==> config.mk <==
export PLATFORM = sky130hd
export DESIGN_NAME = ras_stack
export DESIGN_NICKNAME = d
export VERILOG_FILES = /design/src/rtl/ras_stack.sv
export SDC_FILE = /design/constraint.sdc
export NUM_CORES = 1
export LEC_CHECK = 0
export BUFFER_PORTS_ARGS = -buffer_cell sky130_fd_sc_hd__clkbuf_2
export CORE_AREA = 2 2 283 285
export DETAILED_ROUTE_END_ITERATION = 12
export DIE_AREA = 0 0 285 287
export PLACE_DENSITY_LB_ADDON = 0.12
export REMOVE_ABC_BUFFERS = 1
export SYNTH_ARGS = -nofsm -noshare
export SYNTH_HDL_FRONTEND = slang
export SYNTH_SLANG_ARGS = --single-unit
==> constraint.sdc <==
create_clock -name clock -period 4.2 [get_ports clock]
set_input_delay 0.21 -clock clock [delete_from_list [all_inputs] [get_ports clock]]
set_output_delay 0.21 -clock clock [all_outputs]
set_load 0.02 [all_outputs]
==> src/rtl/ras_stack.sv <==
// Return address stack for fetch stage F1 with BOB checkpoint/restore.
// Define RAS_REPAIR_EN to also rewrite the TOS entry on restore.
module ras_stack #(
  parameter int DEPTH    = 16,
  parameter int LOGDEPTH = 4,
  parameter int ADDRW    = 64
) (
  input  logic                clock,
  input  logic                reset_n,
  input  logic                push_f1_i,
  input  logic [ADDRW-1:0]    ret_addr_f1_i,
  input  logic                pop_f1_i,
  input  logic                restore_i,
  input  logic [LOGDEPTH-1:0] restore_ptr_i,
  input  logic [ADDRW-1:0]    restore_top_i,
  output logic [LOGDEPTH-1:0] ras_ptr_o,
  output logic [ADDRW-1:0]    ras_top_o,
  output logic                ras_valid_o
);

  logic [LOGDEPTH-1:0] ptr;
  logic [LOGDEPTH-1:0] ptr_nxt;
  logic [ADDRW-1:0]    mem [DEPTH];
  logic [DEPTH-1:0]    vld;

  logic                wr_en;
  logic [LOGDEPTH-1:0] wr_idx;
  logic [ADDRW-1:0]    wr_data;

  logic do_rst;
  logic do_pp;
  logic do_push;
  logic do_pop;

  assign do_rst  = restore_i;
  assign do_pp   = !restore_i && push_f1_i && pop_f1_i;
  assign do_push = !restore_i && push_f1_i && !pop_f1_i;
  assign do_pop  = !restore_i && !push_f1_i && pop_f1_i;

`ifndef RAS_REPAIR_EN
  logic unused_top;
  assign unused_top = ^restore_top_i;
`endif

  // Select next pointer and the single entry written this cycle
  always_comb begin
    ptr_nxt = ptr;
    wr_en   = 1'b0;
    wr_idx  = ptr;
    wr_data = ret_addr_f1_i;
    unique case (1'b1)
      do_rst: begin
        ptr_nxt = restore_ptr_i;
`ifdef RAS_REPAIR_EN
        wr_en   = 1'b1;
        wr_idx  = restore_ptr_i;
        wr_data = restore_top_i;
`endif
      end
      do_pp: begin
        wr_en = 1'b1;
      end
      do_push: begin
        ptr_nxt = ptr + 1'b1;
        wr_en   = 1'b1;
        wr_idx  = ptr + 1'b1;
      end
      do_pop: begin
        ptr_nxt = ptr - 1'b1;
      end
      default: begin
        ptr_nxt = ptr;
      end
    endcase
  end

  // Pointer and valid bits
  always_ff @(posedge clock or negedge reset_n) begin
    if (!reset_n) begin
      ptr <= '0;
      vld <= '0;
    end else begin
      ptr <= ptr_nxt;
      if (wr_en) vld[wr_idx] <= 1'b1;
    end
  end

  // Return address storage
  always_ff @(posedge clock or negedge reset_n) begin
    if (!reset_n) begin
      for (int i = 0; i < DEPTH; i++) mem[i] <= '0;
    end else if (wr_en) begin
      mem[wr_idx] <= wr_data;
    end
  end

  assign ras_ptr_o   = ptr;
  assign ras_top_o   = mem[ptr];
  assign ras_valid_o = vld[ptr];

endmodule

After elaboration in Yosys (flattened, before gate mapping)
Cells that the tools add are included.
{ "totals": {"register_bits": 1044, "out_inout_bits": 69, "elab_cells": 54} }
{ "classes": {"n_addsub": 2, "order_cmp": 6, "muxes": 13, "bitwise_logic": 3, "n_reduce_logical": 12} }
{ "ops": {"columns": ["operator", "count"], "rows": [
  ["$bwmux W1024", 1],
  ["$bmux W64 S4", 1],
  ["$demux W64 S4", 1],
  ["$mux W64", 3],
  ["$or A16 B16 Y16", 1],
  ["$pmux W4 S3", 1],
  ["$ge A5 B5 Y1 const B", 2],
  ["$lt A4 B5 Y1 const B", 2],
  ["$not A4 Y5", 2],
  ["$logic_and A1 B1 Y1", 7],
  ["$lt A5 B1 Y1 const B", 1],
  ["$add A4 B1 Y4 const B", 1],
  ["$bmux W1 S4", 1],
  ["$demux W1 S4", 1],
  ["$ge A4 B1 Y1 const B", 1],
  ["$mux W4", 1],
  ["$sub A4 B1 Y4 const B", 1],
  ["$logic_not A1 Y1", 3],
  ["$mux W1", 3],
  ["$reduce_bool A3 Y1", 1],
  ["$reduce_or A2 Y1", 1]
]} }

Logic depth before layout (Yosys ltp)
Gate-level depths: netlist of run 1.
{ "logic_depth": {"word_depth": 10, "depth_mapped": 12, "depth_no_buf": 6} }

Least setup slack after synthesis of run 1
No wires, ideal clock.
{ "synth_timing": {"path_kind": "flip-flop to flip-flop", "startpoint": "register ptr[1] (netlist: ras_ptr_o[1])", "endpoint": "register mem[1017] (netlist name)", "setup_time_ns": 0.125, "arrival_time_ns": 3.115, "t_required_ns": 4.075, "setup_slack_ns": 0.960, "stages_incl_launch_ff": 13, "path_buffers": 6, "path_cell_list": "dfrtp_1 buf_2 clkbuf_1 buf_2 buf_2 inv_1 ha_1 nor3b_1 o21ai_1 nor4_1 buf_4 buf_4 mux2_2"} }
{ "synth_between": {"elab_chain_len": 8} }
{ "synth_lines": {"columns": ["element", "line", "text"], "rows": [
  ["from (decl)", "21", "logic [LOGDEPTH-1:0] ptr;"],
  ["from (signal assigned)", "83", "ptr <= ptr_nxt;"],
  ["$add A4 B1 Y4", "66", "wr_idx = ptr + 1'b1;"],
  ["$mux W4 *", "51", "unique case (1'b1)"],
  ["$not A4 Y5 (not written as such) *", "93", "mem[wr_idx] <= wr_data;"],
  ["$ge A5 B5 Y1 (not written as such) or $lt A5 B1 Y1 (tied branches)", "93", null],
  ["$logic_and A1 B1 Y1 (not written as such)", "93", null],
  ["$mux W64 (not written as such)", "93", null],
  ["$demux W64 S4 *", "93", null],
  ["$bwmux W1024 *", "93", null],
  ["to (signal, indexed assignment)", "93", null],
  ["to (decl)", "23", "logic [ADDRW-1:0] mem [DEPTH];"]
]} }
Every way passes the cells marked *; elsewhere a longest branch is shown, timed or not.
A chain may end at the register's enable or synchronous reset.

Worst setup path in the final report of run 1
{ "layout_timing": {"startpoint": "register ptr[1] (netlist: ras_ptr_o[1])", "endpoint": "output ras_top_o[21]"} }
{ "layout_between": {"elab_chain_len": 4} }
{ "layout_lines": {"columns": ["element", "line", "text"], "rows": [
  ["$not A4 Y5 (not written as such)", "98", "assign ras_top_o = mem[ptr];"],
  ["$bmux W64 S4", "98", null],
  ["$mux W64 (not written as such) (2 in a row)", "98", null],
  ["to (decl)", "17", "output logic [ADDRW-1:0] ras_top_o,"]
]} }
Every way passes these cells. The select of a mux whose other input is x is not followed.

==> metrics.csv, run 1 <==
stage,metric,value,unit
outcome,status,"complete, no violations",
placement,portBuffers,141,
timing,hold_viol,0,
critical_path,r2r_cells,7,
global_route,grt_overflow_total,0,
critical_path,critPathLaunchType,flip-flop,
clock_tree,cts_tree,built,
logic_synthesis,avgSynthCellArea,17.2,um^2
floorplanning,core,78600,um^2
power,p_total,35.5,mW
placement,dp_cells,3739,
logic_synthesis,yosysMostFrequentCell,dfrtp_1,
clock_tree,cts_root_buffer,clkbuf_16,
clock_tree,ctsHtreeMaxLevel,3,
timing,setup_slack,0.240,ns
detailed_routing,drtIter0Drc,1499,
logic_synthesis,async_flop_share,100,%
power,combPwrFrac,26.3,%
timing,clock_skew,0.0130,ns
flow_run,drv_cap,0,
clock_tree,cts_buffers,109,
detailed_routing,route.detailed.drc,0,
timing,whs,0.00876,ns
hold_path,hold_start,ret_addr_f1_i[17],
detailed_routing,route.antenna.remaining_nets,0,
detailed_routing,via_count,25237,
power,switching_power,9.59,mW
cells_and_area,fin_cells,4000,
power,p_clk_share,27.4,%
logic_synthesis,ys_ff_latch,1044,
timing,max_freq,253,MHz
logic_synthesis,synth_area,47000,um^2
detailed_routing,dr.pass1.iters,5,
floorplanning,die_x,285,um
hold_path,hp-class,in2reg,
timing,period_needed,3.96,ns
cells_and_area,drive_gt1_share,48.1,%
cells_and_area,area_growth,12.1,%
detailed_routing,wl_per_cell,27.0,um
power,intPower,25.9,mW
timing,max_slew_margin,21.6,%
critical_path,reg2reg_to,mem[737],
timing,rsz0062_at_grt,no,
critical_path,cp.required,3.99,ns
clock_tree,clk_pin_slew,0.06,ns
placement,post-dp-hpwl,58500,um
logic_synthesis,netlist.area_leader.share,55.6,%
logic_synthesis,synth_edf_count,0,
placement,gp_congestion,0.752,
timing,final.setup.tns,0,ns
logic_synthesis,ys.flop_type,dfrtp_1,
power,vdd_ir_drop_max,0.418,mV
global_route,antenna_found_initial,6,
critical_path,cp_max_fo,72,
global_route,grt_usage,27.6,%
hold_path,hold_depth,2,
power,p_seq_share,46.2,%
logic_synthesis,synth.area.top_cells,"dfrtp_1 56%, mux2_2 16%, mux4_2 16%",
critical_path,rrSetupSlack,0.73,ns
timing,period_share,94.3,%
critical_path,rr_startpoint,ras_ptr_o[1],
clock_tree,clockBufferDepth,3,
global_route,grt_max_degree,124,
timing,slew_violations,0,
clock_tree,clk_latency,0.66,ns
logic_synthesis,syn_inst,2741,
logic_synthesis,yosysWarnings,0,
placement,place_ws,0.763,ns
power,total_leakage_power,23.9,nW
floorplanning,io-pin-count,206,
clock_tree,cts_resized,0,
floorplanning,start_util,59.8,%
hold_path,hold_end,mem[593],
global_route,grt_pass1_vias,28209,
cells_and_area,final_nets,2999,
logic_synthesis,yosysTopAreaCell,dfrtp_1,
floorplanning,die-area,81800,um^2
power,powerDensity,674,nW/um^2
detailed_routing,wirelength,108000,um
critical_path,arrival,3.75,ns
detailed_routing,drt-vias-per-instance,6.31,
global_route,grt_pass1_wl,171000,um
floorplanning,fp.dieH,287,um
critical_path,endpoint_kind,output port,
timing,finalSetupViolCount,0,
logic_synthesis,synth.distinct_cells,43,
logic_synthesis,synth_commonest_cells,"1044 x dfrtp_1, 688 x mux2_2, 336 x mux2_1",
power,sw_frac_of_total,27.0,%
logic_synthesis,ys_seq_area_share,55.6,%
timing,tightest_slew,1.18,ns
critical_path,critPathKind,reg2out,
clock_tree,clock-sinks,1044,
floorplanning,num_rows,103,
==> power by group through the flow <==
stage	clock, mW	combinational (mW)	sequential, mW
after floorplan	0	7.53	16.0
after global placement	0	9.04	16.1
after detailed placement	0	9.42	16.6
after CTS	9.92	9.51	16.4
after global routing	10.4	10.1	16.9
final	9.74	9.35	16.4
==> cells in the final DEF, fill, tap and decap left out, types with 3 or more instances in the layout <==
cell and n:
dfrtp_1 1040, mux2_2 688, mux2_1 336, mux4_2 325
clkbuf_2 140, clkbuf_16 111, dlygate4sd3_1 60, buf_4 43
clkbuf_8 31, clkbuf_1 25, buf_12 21, clkinv_2 18
nand2b_1 9, o21ai_0 8, or2_2 8, bufinv_16 7
nand2_1 6, inv_6 6, inv_1 5, o211ai_1 5
nand4_1 4, nand3b_1 4, a211oi_4 4, dfrtp_4 4
nor3b_1 3, o21a_1 3, xnor2_1 3, nor4_2 3
==> area by class of cell <==
cell class / count / area [um^2]
clock inverters: 32 / 360
flip-flops and latches: 1044 / 26100
clock buffers: 167 / 3300
repair buffers: 265 / 2060
multi-input cells: 1435 / 19500
diodes: 2 / 5.00
well taps: 1050 / 1310
fillers: 5304 / 25900
inverters: 5 / 18.8
==> critical path: stages (launching register included) <==
cell and delay [ns]:
dfrtp_4 0.86, buf_4 0.98, mux4_2 0.43, mux4_2 0.52, clkbuf_2 0.20
==> stage by stage <==
stage / area, um^2 / utilization, %
2_1_floorplan: 45600 / -
3_5_place_dp: 48500 / 61.6
6_report: 52700 / 67.1
5_1_grt: 52700 / 67.1
3_3_place_gp: 48500 / 61.6
4_1_cts: 52700 / 67.1
==> layer usage <==
layer / track usage (%) / part of all wire [%]
met5: 0 / 0.043
met3: 4.02 / 4.1
met1: 38.8 / 43
met4: 7.40 / 2.3
met2: 45.8 / 50
==> how the worst max path moves through the flow <==
| stage | from | endpoint | cells after the start |
|---|---|---|---|
| 2_1_floorplan | ras_ptr_o[0] | mem[640] | 5 |
| 3_3_place_gp | ras_ptr_o[1] | mem[740] | 7 |
| 3_5_place_dp | ras_ptr_o[1] | mem[737] | 7 |
| 4_1_cts | ras_ptr_o[1] | ras_top_o[38] | 4 |
| 5_1_grt | ras_ptr_o[1] | ras_top_o[18] | 4 |
| 6_report | ras_ptr_o[1] | ras_top_o[21] | 4 |
==> kinds of logic after synthesis <==
logic type / count (synthesis) / synth area share (%)
flip-flops: 1044 / 55.6
buffers and inverters: 262 / 3.03
XOR/XNOR: 5 / 0.109
AO/OA/AOI/OAI: 29 / 0.450
multiplexers: 1349 / 40.1
adder cells (fa/ha/maj): 2 / 0.0532
AND/OR/NAND/NOR: 50 / 0.703
==> sequential cells by signal, summed over array words and instances, names as in the netlist <==
name and cells:
mem 1024, ras_ptr_o 4, vld 16
==> timing repair <==
| item | 4_1_cts | 5_1_grt |
|---|---|---|
| setup buffers | 0 | 0 |
| hold buffers | 60 | 0 |
| endpoints found under the hold margin | 491 | 0 |
Power figures use the tool's default switching activity.
==> run 2, diff against run 1 <==
Settings changed: PLACE_DENSITY set to 0.78, PLACE_DENSITY_LB_ADDON 0.12 to not set.
==> run 2 against run 1 <==
Effect of this change: sequential share of layout area increased by 0.087 points; clock power decreased by 5.2%; highest routed layer unchanged; critical endpoint is now ras_top_o[33]; clock-buffer cell count decreased by 11; critical path depth unchanged; global-route usage decreased by 0.33 points.
==> metrics.csv, run 2 (synthesized netlist as in run 1, its figures left out) <==
stage,metric,value,unit,change
critical_path,endpoint_kind,output port,,
critical_path,r2r_cells,5,,-2
timing,period_needed,3.97,ns,+0.0112 ns
cells_and_area,final_cell_mix,"1040 x dfrtp_1, 688 x mux2_2, 336 x mux2_1, 325 x mux4_2, 140 x clkbuf_2",,
timing,max_slew_margin,33.3,%,+12 points
timing,slew_violations,0,,unchanged
critical_path,reg2reg_to,mem[146],,
power,powerDensity,667,nW/um^2,-1.0%
floorplanning,fp.dieH,287,um,unchanged
detailed_routing,dr.pass1.iters,4,,-1
global_route,grt_pass1_wl,170000,um,-0.58%
placement,post-dp-hpwl,58300,um,-0.43%
hold_path,hp-class,in2reg,,
floorplanning,die_x,285,um,unchanged
cells_and_area,drive_gt1_share,48.0,%,-0.14 points
critical_path,max_stage_delay,0.87,ns,-0.11 ns
timing,whs,0.0239,ns,+0.0151 ns
clock_tree,clk_latency,0.67,ns,about the same
detailed_routing,route.detailed.drc,0,,unchanged
cells_and_area,fill_cells,5224,,-1.5%
placement,portBuffers,141,,unchanged
placement,gp_congestion,0.753,,+0.16%
detailed_routing,drtIter0Drc,1806,,+20%
flow_run,drv_cap,0,,unchanged
timing,rsz0062_at_grt,no,,
outcome,status,"complete, no violations",,
clock_tree,clk_pin_slew,0.06,ns,about the same
critical_path,crit_buf_inv,3,,+1
critical_path,critPathMostFrequentCell,buf_4,,
cells_and_area,final_nets,2998,,-0.033%
hold_path,hold_end,mem[215],,
detailed_routing,route.antenna.remaining_nets,0,,unchanged
timing,tightest_slew,1.00,ns,-0.175 ns
cells_and_area,area_growth,11.9,%,
critical_path,crit_start,ras_ptr_o[2],,
critical_path,critPathLaunchType,flip-flop,,
critical_path,critical_path.top_delay_family,buffers and inverters,,
critical_path,critPathKind,reg2out,,
critical_path,critPathSlowestCell,dfrtp_4,,
critical_path,arrival,3.76,ns,about the same
floorplanning,core,78600,um^2,unchanged
timing,clock_skew,0.0261,ns,+0.0131 ns
floorplanning,die-area,81800,um^2,unchanged
global_route,grt_pass1_vias,28424,,+0.76%
power,p_total,35.1,mW,-1.2%
timing,finalSetupViolCount,0,,unchanged
placement,placed_area,48500,um^2,+0.12%
timing,max_freq,252,MHz,-0.28%
critical_path,rr_startpoint,ras_ptr_o[2],,
detailed_routing,via_count,25371,,+0.53%
clock_tree,cts_buffers,105,,-3.7%
clock_tree,clock-sinks,1044,,unchanged
detailed_routing,wl_per_cell,26.9,um,-0.50%
cells_and_area,stdcell_area,52600,um^2,-0.18%
timing,period_share,94.6,%,+0.27 points
timing,hold_viol,0,,unchanged
cells_and_area,largest_reg_flops,1024,,unchanged
clock_tree,clockBufferDepth,3,,unchanged
global_route,grt_usage,27.2,%,-0.33 points
detailed_routing,drt-vias-per-instance,6.35,,+0.61%
cells_and_area,top_register,mem,,
global_route,grt_overflow_total,0,,unchanged
cells_and_area,final_util,66.9,%,-0.12 points
critical_path,cp_cell_sequence,"buf_4, buf_4, mux4_2, clkbuf_2",,
detailed_routing,wirelength,107000,um,-0.58%
timing,final.setup.tns,0,ns,unchanged
floorplanning,start_util,59.8,%,unchanged
clock_tree,cts_resized,0,,unchanged
global_route,antenna_found_initial,7,,+1
global_route,grt_max_degree,153,,+23%
power,total_leakage_power,23.9,nW,-0.23%
critical_path,cp_max_fo,25,,-65%
floorplanning,io-pin-count,206,,unchanged
hold_path,hold_start,ret_addr_f1_i[23],,
cells_and_area,mostFrequentLayoutCell,dfrtp_1,,
clock_tree,cts_root_buffer,clkbuf_16,,
floorplanning,num_rows,103,,unchanged
critical_path,cp.required,3.99,ns,about the same
clock_tree,cts_tree,built,,
clock_tree,ctsHtreeMaxLevel,3,,unchanged
hold_path,hold_depth,2,,unchanged
power,vdd_ir_drop_max,0.410,mV,-2.1%
critical_path,rrSetupSlack,0.89,ns,+0.16 ns
run 2: cell types whose count changed in the layout (fill, tap and decap cells not counted), sizes merged, moves of 3 or more:
cell,before,now
clkbuf,307,296
clkinvlp,1,4
bufinv,7,3
clkinv,18,24
dlygate4sd3,60,67
buf,65,61
run 2: timing repair:
item,CTS,global route
setup endpoints to repair,0,0
hold endpoints to repair,617,0
hold buffers,67,0
buffers inserted,0,0
run 2: worst register-to-register path, delay by kind of cell (launching register included):
| kind | cells | cell delay (ns) |
|---|---|---|
| and+or+nand+nor | 2 | 0.88 |
| DFF | 1 | 0.87 |
| buffers and inverters | 1 | 0.62 |
| muxes | 1 | 0.43 |
| AOI/OAI and AO/OA | 1 | 0.39 |
run 2: cell type report:
type / instances / area (um^2) / share of cell area [%]
tap: 1050 / 1310 / 2.50
sequential: 1044 / 26100 / 49.7
antenna: 3 / 7.51 / 0.0143
timing repair buffer: 268 / 2190 / 4.16
clock buffer: 156 / 3130 / 5.95
multi-input combinational: 1435 / 19500 / 37.1
clock inverter: 36 / 307 / 0.582
inverter: 5 / 18.8 / 0.0357
run 2: worst max path at each step:
stage | depth (start not counted) | endpoint
after floorplan | 5 | mem[640]
after global placement | 4 | ras_top_o[33]
after detailed placement | 4 | ras_top_o[33]
after CTS | 4 | ras_top_o[33]
after global routing | 4 | ras_top_o[33]
final | 4 | ras_top_o[33]
run 2: metal layers:
layer	up-vias	track usage (%)	part of all wire, %
met2	597	44.7	50
met1	14014	38.6	43
met3	186	4.10	4.7
met5	-	0	0.050
met4	8	7.62	2.4
li1	10566	-	-
run 2: stage by stage:
stage / instances / setup slack [ns]
floorplan: 2484 / -14.37
CTS: 3994 / 0.123
global route: 3997 / 0.0271
finish: 3997 / 0.229
global placement: 3735 / 0.850
detailed placement: 3735 / 0.862
run 2: power breakdown:
group | leakage [nW] | internal, mW | total (mW) | switching, mW
sequential | 13.4 | 14.3 | 16.5 | 2.14
clock | 1.71 | 5.33 | 9.23 | 3.90
combinational | 8.78 | 5.80 | 9.41 | 3.61
